--- config.mk ---
export PLATFORM = sky130hd
export DESIGN_NAME = exec_datapath
export DESIGN_NICKNAME = d
export VERILOG_FILES = /design/src/rtl/exec_datapath.sv
export SDC_FILE = /design/constraint.sdc
export NUM_CORES = 1
export LEC_CHECK = 0
export CAP_MARGIN = 40
export CORE_ASPECT_RATIO = 1.5
export CORE_MARGIN = 5
export CORE_UTILIZATION = 45
export CTS_CLUSTER_DIAMETER = 60
export DETAILED_ROUTE_END_ITERATION = 7
export PLACE_DENSITY = 0.65
export SYNTH_ARGS = -nofsm -noshare
export SYNTH_HDL_FRONTEND = slang
export SYNTH_SLANG_ARGS = --single-unit
--- constraint.sdc ---
create_clock -name clk -period 16 [get_ports clk]
set_input_delay 2.4 -clock clk [delete_from_list [all_inputs] [get_ports clk]]
set_output_delay 2.4 -clock clk [all_outputs]
set_load 0.02 [all_outputs]
--- src/rtl/exec_datapath.sv ---
// exec_datapath: multicycle execute stage with an internal register file.
// One decoded op is accepted at a time over op_valid/op_ready. It executes as
// a one-cycle ALU op, a bit-serial shift or a shift-add multiply. It then
// commits to the register file, result and psr in a single edge.
//
// Handshake: an op is accepted on a rising edge where op_valid && op_ready.
// op_ready depends only on the FSM state (high in IDLE). All op inputs are
// sampled on that edge only. A source that sees op_ready low must hold its
// op until it is accepted.
module exec_datapath #(
    parameter int WIDTH   = 16,
    parameter int REGBITS = 4
) (
    input  logic               clk,
    input  logic               reset,
    input  logic               op_valid,
    output logic               op_ready,
    input  logic [3:0]         opcode,
    input  logic [REGBITS-1:0] rdest,
    input  logic [REGBITS-1:0] rsrc,
    input  logic [WIDTH-1:0]   imm,
    input  logic               use_imm,
    output logic               done,
    output logic [WIDTH-1:0]   result,
    output logic [4:0]         psr,
    input  logic [REGBITS-1:0] dbg_raddr,
    output logic [WIDTH-1:0]   dbg_rdata,
    output logic [1:0]         dbg_state
);

    localparam int NREG = 1 << REGBITS;
    localparam int CW   = $clog2(WIDTH + 1);

    localparam logic [1:0] S_IDLE  = 2'd0;
    localparam logic [1:0] S_EXEC  = 2'd1;
    localparam logic [1:0] S_SHIFT = 2'd2;
    localparam logic [1:0] S_MUL   = 2'd3;

    localparam logic [3:0] OP_ADD = 4'd0;
    localparam logic [3:0] OP_SUB = 4'd1;
    localparam logic [3:0] OP_AND = 4'd2;
    localparam logic [3:0] OP_OR  = 4'd3;
    localparam logic [3:0] OP_XOR = 4'd4;
    localparam logic [3:0] OP_MOV = 4'd5;
    localparam logic [3:0] OP_CMP = 4'd6;
    localparam logic [3:0] OP_LSH = 4'd7;
    localparam logic [3:0] OP_ASH = 4'd8;
    localparam logic [3:0] OP_MUL = 4'd9;

    // psr bit positions: {N, Z, F, L, C}
    localparam int P_N = 4;
    localparam int P_Z = 3;
    localparam int P_F = 2;
    localparam int P_L = 1;
    localparam int P_C = 0;

    logic [WIDTH-1:0]   r_regs [NREG];
    logic [1:0]         r_state;
    logic [WIDTH-1:0]   r_a;
    logic [WIDTH-1:0]   r_b;
    logic [WIDTH-1:0]   r_acc;
    logic [3:0]         r_op;
    logic [REGBITS-1:0] r_rd;
    logic [CW-1:0]      r_cnt;
    logic               r_left;
    logic               r_done;
    logic [WIDTH-1:0]   r_result;
    logic [4:0]         r_psr;

    logic               w_accept;
    logic [WIDTH-1:0]   w_b_in;
    logic [7:0]         w_amt8;
    logic               w_neg;
    logic [7:0]         w_mag;
    logic [CW-1:0]      w_n;
    logic [WIDTH:0]     w_sum;
    logic [WIDTH:0]     w_dif;
    logic [WIDTH-1:0]   w_alu_val;
    logic               w_alu_wr;
    logic [4:0]         w_alu_psr;
    logic               w_fill;
    logic [WIDTH-1:0]   w_shift_step;
    logic               w_commit;
    logic               w_wr;
    logic [WIDTH-1:0]   w_val;
    logic [4:0]         w_psr_n;

    assign op_ready  = (r_state == S_IDLE);
    assign w_accept  = op_valid && (r_state == S_IDLE);
    assign w_b_in    = use_imm ? imm : r_regs[rsrc];
    assign done      = r_done;
    assign result    = r_result;
    assign psr       = r_psr;
    assign dbg_rdata = r_regs[dbg_raddr];
    assign dbg_state = r_state;

    // Shift amount: signed B[7:0]; magnitude saturated to WIDTH, sign picks direction
    assign w_amt8 = w_b_in[7:0];
    assign w_neg  = w_amt8[7];
    assign w_mag  = w_neg ? (8'd0 - w_amt8) : w_amt8;
    assign w_n    = (int'(w_mag) > WIDTH) ? CW'(WIDTH) : CW'(w_mag);

    assign w_sum = {1'b0, r_a} + {1'b0, r_b};
    assign w_dif = {1'b0, r_a} - {1'b0, r_b};

    // One-bit shift step; ASH right shifts replicate the sign bit
    assign w_fill       = (r_op == OP_ASH) ? r_a[WIDTH-1] : 1'b0;
    assign w_shift_step = r_left ? {r_a[WIDTH-2:0], 1'b0} : {w_fill, r_a[WIDTH-1:1]};

    // Single-cycle ALU: value, write enable and next flags for EXEC ops
    always_comb begin
        w_alu_val = r_b;
        w_alu_wr  = 1'b0;
        w_alu_psr = r_psr;
        case (r_op)
            OP_ADD: begin
                w_alu_val        = w_sum[WIDTH-1:0];
                w_alu_wr         = 1'b1;
                w_alu_psr[P_C]   = w_sum[WIDTH];
                w_alu_psr[P_F]   = (r_a[WIDTH-1] == r_b[WIDTH-1]) &&
                                   (w_sum[WIDTH-1] != r_a[WIDTH-1]);
            end
            OP_SUB: begin
                w_alu_val        = w_dif[WIDTH-1:0];
                w_alu_wr         = 1'b1;
                w_alu_psr[P_C]   = w_dif[WIDTH];
                w_alu_psr[P_F]   = (r_a[WIDTH-1] != r_b[WIDTH-1]) &&
                                   (w_dif[WIDTH-1] != r_a[WIDTH-1]);
            end
            OP_AND: begin
                w_alu_val = r_a & r_b;
                w_alu_wr  = 1'b1;
            end
            OP_OR: begin
                w_alu_val = r_a | r_b;
                w_alu_wr  = 1'b1;
            end
            OP_XOR: begin
                w_alu_val = r_a ^ r_b;
                w_alu_wr  = 1'b1;
            end
            OP_MOV: begin
                w_alu_val = r_b;
                w_alu_wr  = 1'b1;
            end
            OP_CMP: begin
                w_alu_psr[P_Z] = (r_a == r_b);
                w_alu_psr[P_L] = (r_a < r_b);
                w_alu_psr[P_N] = ($signed(r_a) < $signed(r_b));
            end
            default: begin
                w_alu_wr = 1'b0;
            end
        endcase
    end

    // Commit decision and the value/flags that land on the commit edge
    always_comb begin
        w_commit = 1'b0;
        w_wr     = 1'b0;
        w_val    = w_alu_val;
        w_psr_n  = r_psr;
        case (r_state)
            S_EXEC: begin
                w_commit = 1'b1;
                w_wr     = w_alu_wr;
                w_val    = w_alu_val;
                w_psr_n  = w_alu_psr;
            end
            S_SHIFT: begin
                if (r_cnt == '0) begin
                    w_commit = 1'b1;
                    w_wr     = 1'b1;
                    w_val    = r_a;
                end
            end
            S_MUL: begin
                if (r_cnt == '0) begin
                    w_commit = 1'b1;
                    w_wr     = 1'b1;
                    w_val    = r_acc;
                end
            end
            default: begin
                w_commit = 1'b0;
            end
        endcase
    end

    // FSM and operand/iteration registers
    always_ff @(posedge clk or posedge reset) begin
        if (reset) begin
            r_state <= S_IDLE;
            r_a     <= '0;
            r_b     <= '0;
            r_acc   <= '0;
            r_op    <= '0;
            r_rd    <= '0;
            r_cnt   <= '0;
            r_left  <= 1'b0;
        end else begin
            case (r_state)
                S_IDLE: begin
                    if (w_accept) begin
                        r_a   <= r_regs[rdest];
                        r_b   <= w_b_in;
                        r_op  <= opcode;
                        r_rd  <= rdest;
                        r_acc <= '0;
                        if (opcode == OP_LSH || opcode == OP_ASH) begin
                            r_cnt   <= w_n;
                            r_left  <= ~w_neg;
                            r_state <= S_SHIFT;
                        end else if (opcode == OP_MUL) begin
                            r_cnt   <= CW'(WIDTH);
                            r_state <= S_MUL;
                        end else begin
                            r_state <= S_EXEC;
                        end
                    end
                end
                S_EXEC: begin
                    r_state <= S_IDLE;
                end
                S_SHIFT: begin
                    if (r_cnt != '0) begin
                        r_a   <= w_shift_step;
                        r_cnt <= r_cnt - 1'b1;
                    end else begin
                        r_state <= S_IDLE;
                    end
                end
                default: begin
                    // S_MUL: one multiplier bit per cycle, LSB first
                    if (r_cnt != '0) begin
                        if (r_b[0]) begin
                            r_acc <= r_acc + r_a;
                        end
                        r_a   <= {r_a[WIDTH-2:0], 1'b0};
                        r_b   <= {1'b0, r_b[WIDTH-1:1]};
                        r_cnt <= r_cnt - 1'b1;
                    end else begin
                        r_state <= S_IDLE;
                    end
                end
            endcase
        end
    end

    // Register file write port, used only on the commit edge
    always_ff @(posedge clk or posedge reset) begin
        if (reset) begin
            for (int i = 0; i < NREG; i++) begin
                r_regs[i] <= '0;
            end
        end else if (w_commit && w_wr) begin
            r_regs[r_rd] <= w_val;
        end
    end

    // Architectural outputs: done pulse, last written value, status flags
    always_ff @(posedge clk or posedge reset) begin
        if (reset) begin
            r_done   <= 1'b0;
            r_result <= '0;
            r_psr    <= '0;
        end else begin
            r_done <= w_commit;
            if (w_commit) begin
                if (w_wr) begin
                    r_result <= w_val;
                end
                r_psr <= w_psr_n;
            end
        end
    end

endmodule
==> impl_summary.txt <==
----------------------------------------------------
[Floorplanning]
  Initial core utilization ... 0.454
  Height of the chip ... 284 um
  Std cell rows ... 100
  DIE WIDTH ... 192 um
  Core Area ... 49,500 um2
  Total die area ... 54,600 um2
  Num ports ... 77

[Drt]
  Routed wire length ... 70,200 um
  Post-route DRC ... 0
  TritonRoute pass-1 iters ... 8
  Remaining number of nets flagged by the antenna check after routing ... 0
  Total via count after detailed routing ... 18,207
  Number of DRC markers in iteration 0 ... 2,098
  Avg Vias per Cell ... 6.44
  Post-DR wirelength/cell ... 24.8 um

[Logic synthesis]
  Synthesized area per cell ... 10.5 um2
  Async set-reset flop share out of synthesis ... 1.00
  Total of flip-flops plus latches after synthesis ... 342
  Dominant register cell in the synthesized netlist ... dfrtp_1
  Number of synthesized flops with an enable pin ... 0
  Synth Area in Adders ... 0.0416
  Simple-Gate Fraction of Synth Area ... 0.107
  Netlist cell types ... 70
  Post-synth top area cell ... dfrtp_1
  Yosys warning total ... 0
  Compound-cell area share of the yosys netlist ... 0.163
  Mux contribution to synthesized area ... 0.258
  Area share of the leading cell type in the synthesized netlist ... 0.381
  Number of nets in the synthesized netlist ... 2,240
  Post-synthesis cell area ... 22,500 um2
  Main combinational cell family by area after synthesis ... multiplexers
  Post-Synthesis Cells ... 2,131
  Leading cell types by total area after synthesis ... dfrtp_1 (38%), mux4_2 (23%), a21oi_1 (4.7%)
  Xor and xnor fraction of the mapped netlist area ... 0.00896
  Sequential share of the synthesized area ... 0.381

[GRT]
  Residual overflow from global routing ... 0
  Largest net degree at the start of global routing ... 98
  Vias in the first global route ... 18,523
  Total global-route track usage ... 0.258
  Wire length of the first global-routing pass ... 110,000 um
  Initial antenna violation count ... 0

[Cells and area]
  Layout cells sized above 1 ... 0.192
  # nets final ... 2,247
  Antenna cell count ... 0
  Final std cells w/o fill ... 2,826
  Area added between synthesis and finish ... 12.6%
  Fill cell count ... 4,383

[Critical path]
  Slowest stage cell on the critical path ... buf_4
  Critical setup path kind ... input port to output pin
  Highest fanout seen on the critical path ... 40
  Stage delay of the slowest cell on the critical path ... 0.73 ns
  Critical path required time ... 13.60 ns
  Crit start category ... input port
  Sort of element at the end of the critical path ... output pin
  Sequence of cells on the critical path ... buf_4, buf_4, mux4_2, mux4_2, clkdlybuf4s50_1
  Crit path DAT ... 5.31 ns

[CTS]
  Number of hold buffers added after CTS ... 0
  Clock transition at the registers of the reported paths ... 0.05 ns
  Clock tree from TritonCTS ... built
  Buffer count from post-CTS setup fixing ... 0
  Root buffer cell ... clkbuf_16
  Number of clock sinks seen by CTS ... 342
  Maximum buffer depth of the clock tree ... 3
  Clk_lat worst skew ... 0.56 ns
  Number of buffers inserted during clock tree synthesis ... 38
  CTS H-Tree Depth ... 2
  Post-cts resize count ... 0

[STA]
  Slew at the pin closest to its max-slew limit ... 0.966 ns
  Unrepaired setup endpoints after global routing ... false
  Period minus WS final ... 7.71 ns
  Sum Neg Setup Slack ... 0 ns
  Fin Hold WS ... 0.477 ns
  Number of endpoints with negative hold slack in the final report ... 0
  Pins Over Slew Limit ... 0
  Share of the clock period used by the worst path ... 0.482
  Worst slew margin relative to its limit ... 0.356
  Upper clock frequency limit ... 0.130 GHz
  Clock Skews ... 0.0376 ns
  Final setup violation count ... 0

[Pwr]
  Clock network fraction of design power ... 0.184
  Worst VDD drop ... 0.0936 mV
  Total power of the final layout ... 4.76 mW
  Cell Int Power ... 2.62 mW
  Static Leakage ... 10.5 nW
  Switching Share ... 0.450
  Combinational fraction of design power ... 0.506
  Fraction of power consumed by sequential logic ... 0.311
  NetSw ... 2.14 mW
  Total power density per cell area ... 188 nW/um2

[Placement]
  Cells after DPL ... 2,761
  Routability Congestion ... 0.927
  Buffers on Ports ... 76
  Final HPWL from detailed placement ... 48,800 um

[Run status]
  Outcome ... finished, final reports clean

[Worst hold path]
  Worst hold path type ... flip-flop to flip-flop

[Flow run]
  Count of max-cap constraint violations ... 0

----------------------------------------------------
## final cells by class
class                   instances  area [um2]  area share
clock buffers                  49        1040      0.0412
multi-input cells            1555       13100       0.517
clock inverters                16         170     0.00673
well taps                     663         830      0.0328
repair buffers                141        1380      0.0546
flip-flops and latches        342        8560       0.338
inverters                      60         233     0.00920
## cells in the mapped netlist, types with 4 or more instances
cell type / n
a211o_1: 4
a211oi_1: 12
a21o_1: 14
a21oi_1: 211
a221oi_1: 18
a222oi_1: 15
a22o_1: 15
a22oi_1: 20
a31oi_1: 10
and2_1: 11
and3_1: 6
buf_1: 26
buf_2: 17
clkbuf_1: 127
dfrtp_1: 342
ha_1: 70
inv_1: 59
mux2_2: 26
mux2i_1: 37
mux4_2: 228
nand2_1: 206
nand2b_1: 12
nand3_1: 37
nand3b_1: 4
nand4_1: 5
nor2_1: 221
nor2b_1: 18
nor3_1: 20
o211ai_1: 8
o21a_1: 15
o21ai_0: 193
o21ai_1: 4
o21bai_1: 5
o22ai_1: 6
o31ai_1: 21
or2_2: 5
or3_1: 8
xnor2_1: 13
xor2_1: 10
## cell usage in the layout, fill, tap and decap left out, types with 21 or more instances in the layout
master	netlist	routed
clkdlybuf4s50_1	0	68
o31ai_1	21	21
clkbuf_16	0	39
nor2_1	221	216
inv_1	59	58
buf_4	3	55
nand2_1	206	206
o21ai_0	193	193
ha_1	70	69
nand3_1	37	37
mux2_2	26	26
a21oi_1	211	211
dfrtp_1	342	342
mux2i_1	37	37
mux4_2	228	228
## worst paths after layout
| kind | start | endpoint | slack, ns | cells after the start |
|---|---|---|---|---|
| setup / recovery | dbg_raddr[0] | dbg_rdata[13] | 8.29 | 5 |
| hold / removal | psr[3]$_DFFE_PP0P_ | psr[3]$_DFFE_PP0P_ | 0.48 | 2 |
| setup reg to reg | r_cnt[0]$_DFFE_PP0P_ | r_regs[12]$_DFFE_PP0P_ | 11.61 | 12 |
| hold reg to reg | psr[3]$_DFFE_PP0P_ | psr[3]$_DFFE_PP0P_ | 0.48 | 2 |
| max in group asynchronous | reset | r_regs[231]$_DFFE_PP0P_ | 11.73 | 4 |
| min in group asynchronous | reset | psr[1]$_DFFE_PP0P_ | 2.23 | 2 |
## metrics by stage
step                      utilization  area [um2]  setup WS (ns)
final                           0.511       25300           8.29
after global routing            0.511       25300           8.09
after CTS                       0.511       25300           8.21
after detailed placement        0.486       24100           8.20
after global placement          0.480       23800           8.28
after floorplan                     -       22500           4.12
## logic make-up after synthesis
kind of cell               after synthesis
AOI/OAI and AO/OA                      606
xor gates and xnor gates                23
adders and majority gates               73
buffers and inverters                  234
DFF                                    342
muxes                                  291
and+or+nand+nor                        562
## power groups by stage
stage	combinational [mW]	clock [mW]	sequential, mW
final	2.41	0.873	1.48
after global routing	2.63	0.919	1.52
after CTS	2.39	0.889	1.46
after detailed placement	2.37	0	1.48
after global placement	2.28	0	1.46
after floorplan	1.66	0	1.37
## layer usage
metal	part of all wire	wire [um]	GRT usage
met1	0.37	25900	0.324
met2	0.50	35300	0.437
met3	0.074	5220	0.0407
met4	0.053	3700	0.120
met5	0	0	0
## state kept, by name, indices dropped and copies added (netlist names)
register and flops:
dbg_state 2, done 1, psr 5, r_a 16, r_acc 16, r_b 16
r_cnt 5, r_left 1, r_op 4, r_rd 4, r_regs 256, result 16
## worst max-delay path: cells and delay by family
kind	cells	cell delay [ns]
muxes	2	1.14
buffers and inverters	3	1.71
Note: power is estimated with default switching activity, not from simulation.
